--- src/rtl/edge_event_arbiter.sv ---
// edge_event_arbiter
// Synchronizes N_CH asynchronous level inputs, turns their rising/falling
// edges into one pending event per channel, and hands those events out one
// at a time over a valid/ready port using a round-robin scheduler.
module edge_event_arbiter #(
  parameter int N_CH        = 4,
  parameter int SYNC_STAGES = 2
) (
  input  logic                     clk,
  input  logic                     reset,
  input  logic [N_CH-1:0]          in,
  input  logic [N_CH-1:0]          rise_en,
  input  logic [N_CH-1:0]          fall_en,
  output logic                     evt_valid,
  input  logic                     evt_ready,
  output logic [$clog2(N_CH)-1:0]  evt_ch,
  output logic                     evt_rise,
  output logic [N_CH-1:0]          overflow,
  input  logic [N_CH-1:0]          clr_overflow
);

  localparam int ID_W = $clog2(N_CH);

  typedef enum logic {IDLE, OFFER} state_t;

  state_t            state;
  logic [N_CH-1:0]   sync_q [SYNC_STAGES];
  logic [N_CH-1:0]   sync_out;
  logic [N_CH-1:0]   prev;
  logic [N_CH-1:0]   edges;
  logic [N_CH-1:0]   cap;
  logic [N_CH-1:0]   cap_ok;
  logic [N_CH-1:0]   ov_set;
  logic [N_CH-1:0]   pending;
  logic [N_CH-1:0]   pend_rise;
  logic [N_CH-1:0]   grant_vec;
  logic [ID_W-1:0]   last_grant;
  logic [ID_W-1:0]   grant_idx;
  logic              grant_any;
  logic              grant_fire;
  logic              handshake;

  // Synchronizer chain per channel followed by the previous-sample register.
  always_ff @(posedge clk or negedge reset) begin
    if (!reset) begin
      for (int s = 0; s < SYNC_STAGES; s++) sync_q[s] <= '0;
      prev <= '0;
    end else begin
      sync_q[0] <= in;
      for (int s = 1; s < SYNC_STAGES; s++) sync_q[s] <= sync_q[s-1];
      prev <= sync_out;
    end
  end

  assign sync_out = sync_q[SYNC_STAGES-1];
  assign edges    = sync_out ^ prev;
  // An edge only counts if the enable for its direction is set this cycle.
  assign cap      = (edges & sync_out & rise_en) | (edges & ~sync_out & fall_en);

  // Round-robin search: first pending channel after last_grant, wrapping.
  always_comb begin
    int cand;
    cand      = 0;
    grant_any = 1'b0;
    grant_idx = '0;
    for (int i = 1; i <= N_CH; i++) begin
      cand = (int'(last_grant) + i) % N_CH;
      if (!grant_any && pending[cand[ID_W-1:0]]) begin
        grant_any = 1'b1;
        grant_idx = cand[ID_W-1:0];
      end
    end
  end

  assign handshake  = (state == OFFER) && evt_ready;
  assign grant_fire = grant_any && ((state == IDLE) || handshake);
  assign grant_vec  = grant_fire ? (N_CH'(1) << grant_idx) : '0;

  // A channel being granted this cycle frees its slot, so a coincident edge
  // is captured instead of being counted as an overflow.
  assign cap_ok = cap & (~pending | grant_vec);
  assign ov_set = cap & pending & ~grant_vec;

  // Pending slots, their direction, and sticky overflow (set beats clear).
  always_ff @(posedge clk or negedge reset) begin
    if (!reset) begin
      pending   <= '0;
      pend_rise <= '0;
      overflow  <= '0;
    end else begin
      pending   <= (pending & ~grant_vec) | cap_ok;
      pend_rise <= (cap_ok & sync_out) | (~cap_ok & pend_rise);
      overflow  <= ov_set | (overflow & ~clr_overflow);
    end
  end

  // Scheduler: offers one event, back-to-back grants while handshakes continue.
  always_ff @(posedge clk or negedge reset) begin
    if (!reset) begin
      state      <= IDLE;
      evt_valid  <= 1'b0;
      evt_ch     <= '0;
      evt_rise   <= 1'b0;
      last_grant <= ID_W'(N_CH - 1);
    end else begin
      case (state)
        IDLE: begin
          if (grant_any) begin
            evt_ch     <= grant_idx;
            evt_rise   <= pend_rise[grant_idx];
            last_grant <= grant_idx;
            evt_valid  <= 1'b1;
            state      <= OFFER;
          end
        end
        OFFER: begin
          if (evt_ready) begin
            if (grant_any) begin
              evt_ch     <= grant_idx;
              evt_rise   <= pend_rise[grant_idx];
              last_grant <= grant_idx;
            end else begin
              evt_valid <= 1'b0;
              state     <= IDLE;
            end
          end
        end
        default: begin
          evt_valid <= 1'b0;
          state     <= IDLE;
        end
      endcase
    end
  end

endmodule

--- config.mk ---
export PLATFORM = sky130hd
export DESIGN_NAME = edge_event_arbiter
export DESIGN_NICKNAME = d
export VERILOG_FILES = /design/src/rtl/edge_event_arbiter.sv
export SDC_FILE = /design/constraint.sdc
export NUM_CORES = 1
export LEC_CHECK = 0
export BUFFER_PORTS_ARGS = -buffer_cell sky130_fd_sc_hd__buf_2
export CAP_MARGIN = 20
export CELL_PAD_IN_SITES_DETAIL_PLACEMENT = 0
export CELL_PAD_IN_SITES_GLOBAL_PLACEMENT = 1
export CORE_MARGIN = 2
export CORE_UTILIZATION = 44
export CTS_BUF_LIST = sky130_fd_sc_hd__clkbuf_4 sky130_fd_sc_hd__clkbuf_8 sky130_fd_sc_hd__clkbuf_16
export CTS_CLUSTER_DIAMETER = 120
export DETAILED_ROUTE_END_ITERATION = 10
export HOLD_SLACK_MARGIN = 0.05
export PLACE_DENSITY_LB_ADDON = 0.15
export SETUP_SLACK_MARGIN = 0.1
export SLEW_MARGIN = 10
export SYNTH_ARGS = -nofsm -noshare
export SYNTH_HDL_FRONTEND = slang
export SYNTH_SLANG_ARGS = --single-unit
--- constraint.sdc ---
create_clock -name clk -period 5.1 [get_ports clk]
set_input_delay 0.765 -clock clk [delete_from_list [all_inputs] [get_ports clk]]
set_output_delay 0.765 -clock clk [all_outputs]
set_load 0.1 [all_outputs]
==> impl_metrics.toml <==
[yosys]
synth_cell_types = 35
synthFlopType = "sky130_fd_sc_hd__dfrtp_1"
synthArstFlopShare = 1.000
netlist_top_cells_area = "sky130_fd_sc_hd__dfrtp_1, sky130_fd_sc_hd__nand2_1, sky130_fd_sc_hd__dfstp_2"
synth-edff-count = 0
synth_fp_nets = 137
synth.yosys.seq_area_share = 0.5879
syn-instance-count = 118
synthMostInstantiatedCell = "sky130_fd_sc_hd__dfrtp_1"
syn_area_per_cell_sq_um = 11.22
synthDominantAreaCellType = "sky130_fd_sc_hd__dfrtp_1"
netlist.area_leader.share = 0.5482
synthesis.area_sq_um = 1324
netlist_top_cells_count = "sky130_fd_sc_hd__dfrtp_1, sky130_fd_sc_hd__nand2_1, sky130_fd_sc_hd__inv_1"
ys.warnings.count = 0
synth.ff_latch_count = 31

[timing]
rsz0062_at_grt = "false"
worstMarginPinSlew_ns = 0.6679
tns_ns = 0
timing.final.hold_violations = 0
max_slew_violation_count = 0
clock-skew-final_ns = 0.007354
finalCritPeriodShare = 0.3938
worst_hold_slack_ns = 0.3561
worst_slew_margin_rel = 0.5547
min_period_ns = 2.008
setup_viol_count_final = 0
final_critical_path_setup_slack_ns = 3.092
fmaxAchievable_mhz = 497.9

[global_route]
via_count_of_the_first_global_routing_pass = 892
wire_length_of_the_first_global_routing_pass_mm = 3.974
grt.overflow.total = 0
grt_start_max_net_pins = 32
grt.total_usage = 0.1580
gr-usage-met1 = 0.2003
grt.met3_usage = 0.07473
grt_antenna_before_repair = 0
gr-max-usage-layer = "met2"
gr-usage-met2 = 0.2317

[pwr]
pwr-share-seq = 0.376
leakage_nw = 0.7420
netSwitchingPower_mw = 0.4887
netSwitchingFraction = 0.4754
power_density_nw_per_um2 = 669.6
post-layout-total-power_mw = 1.028
vdd_drop_max_mv = 0.3075
share_clk_of_total_power = 0.157
cellInternalPower_mw = 0.5393
power_frac_comb = 0.467

[finish]
fin_cells = 180
area_growth_syn_to_layout_pct = 15.97
antennaDiodeCount = 0
design_area_sq_um = 1535
design.final.nets = 167
fillCellCount = 271
final_util = 0.5473
final_layout_size_suffix_gt1_frac = 0.3221

[cts]
clock_sinks = 31
clk_pin_slew_worst_paths_ns = 0.09
cts-root-buf = "sky130_fd_sc_hd__clkbuf_4"
insertion_delay_ns = 0.33
h-tree-depth = 2
hold_buffers = 0
post_cts_resize_count = 0
cts-buffers-inserted = 5
post-cts-setup-buffer-count = 0
clk_path_buf_depth = 2
clock_tree_from_tritoncts = "yes"

[drt]
dr.pass1.iters = 7
route.detailed.drc = 2
drt_iter0_drc = 34
wl_per_cell_um = 12.37
num_vias = 919
vias_per_cell = 5.106
wirelength_mm = 2.227
detail-route-antenna-nets = 0

[placement]
gp_congestion = 0.8241
port_buffers = 26
dp_cells = 172
detailed_place.area_sq_um = 1463
dp.final_hpwl_mm = 1.668
placement.setup.worst_slack_ns = 3.042

[worst_setup_path]
cp_data_arrival_time_ns = 2.23
critPathRequiredTime_ns = 5.32
path_class = "reg2reg"
crit_path_end_kind = "flip-flop"
worst-r2r-setup-slack_ns = 3.09
cp_max_fo = 8
critPathLaunchType = "flip-flop"

[flow_run]
maxCapViolations = 0

[floorplanning]
die_height_um = 58.85
die_footprint_sq_um = 3463
initial_utilization = 0.4719
top_level_ports = 27
die_width_um = 58.85
floorplan.core_area_sq_um = 2805
placementRows = 19

[run_status]
failing_checks = "design-rule violations"
run_status = "complete, but fails checks"

[hold_path]
min-delay-path-class = "reg2reg"
[cells by family (layout without fill, tap and decap cells)]
group,after synthesis,after routing,synth area share
flops,31,31,0.5879
compound gates,26,26,0.1512
simple gates,44,44,0.1673
buf+inv,11,42,0.04537
mux,6,6,0.04820
[worst max-delay path, cell delays in order, from the launching register on]
cell and delay [ns]:
sky130_fd_sc_hd__dfstp_2 0.61, sky130_fd_sc_hd__and2b_2 0.25, sky130_fd_sc_hd__o31ai_2 0.38, sky130_fd_sc_hd__o211ai_2 0.16, sky130_fd_sc_hd__a21oi_1 0.18, sky130_fd_sc_hd__mux2_1 0.32
[final timing paths]
| kind | startpoint | to | cells past startpoint |
|---|---|---|---|
| setup / recovery | last_grant[1] | flip-flop | 5 |
| hold / removal | sync_q[5] | sync_out[1] | 0 |
| setup reg to reg | last_grant[1] | flip-flop | 5 |
| hold reg to reg | sync_q[5] | sync_out[1] | 0 |
| max in group asynchronous | reset | overflow[3] | 1 |
| min in group asynchronous | reset | overflow[2] | 1 |
[cell type report]
class | count | area [sq um] | area share
tap | 31 | 38.79 | 0.02526
sequential | 31 | 778.2 | 0.5069
inverter | 8 | 30.03 | 0.01956
timing repair buffer | 26 | 130.1 | 0.08476
clock inverter | 1 | 7.507 | 0.004890
multi-input combinational | 76 | 485.5 | 0.3162
clock buffer | 7 | 65.06 | 0.04238
[power by group through the flow]
stage / Clock, mW / Combinational (mW) / Sequential (mW)
final: 0.162 / 0.480 / 0.387
after global routing: 0.178 / 0.521 / 0.399
after CTS: 0.171 / 0.483 / 0.388
after detailed placement: 0 / 0.483 / 0.393
after global placement: 0 / 0.479 / 0.388
after floorplan: 0 / 0.239 / 0.557
[placed cells by master, fill, tap and decap left out, types with 2 or more instances in the layout]
| master | synthesis | final |
|---|---|---|
| sky130_fd_sc_hd__mux2i_1 | 3 | 3 |
| sky130_fd_sc_hd__and3b_1 | 3 | 3 |
| sky130_fd_sc_hd__mux2_1 | 3 | 3 |
| sky130_fd_sc_hd__dfstp_2 | 2 | 2 |
| sky130_fd_sc_hd__o21a_1 | 2 | 2 |
| sky130_fd_sc_hd__dfrtp_1 | 29 | 29 |
| sky130_fd_sc_hd__o211ai_2 | 2 | 2 |
| sky130_fd_sc_hd__o22ai_1 | 4 | 4 |
| sky130_fd_sc_hd__a21oi_1 | 5 | 5 |
| sky130_fd_sc_hd__or2b_2 | 2 | 2 |
| sky130_fd_sc_hd__clkbuf_8 | 0 | 2 |
| sky130_fd_sc_hd__nor2_1 | 7 | 7 |
| sky130_fd_sc_hd__clkbuf_4 | 0 | 5 |
| sky130_fd_sc_hd__buf_2 | 0 | 26 |
| sky130_fd_sc_hd__inv_1 | 8 | 8 |
| sky130_fd_sc_hd__nand2_1 | 22 | 22 |
| sky130_fd_sc_hd__a31oi_1 | 2 | 2 |
| sky130_fd_sc_hd__o21ai_0 | 2 | 2 |
| sky130_fd_sc_hd__nand3_1 | 2 | 2 |
[routing by layer]
metal  wire length [um]  vias to the layer above
li1                   -                      466
met1               1049                      426
met2                982                       21
met3                145                        6
met4                 48                        0
met5                  0                        -
Note: power is estimated with default switching activity, not from simulation.
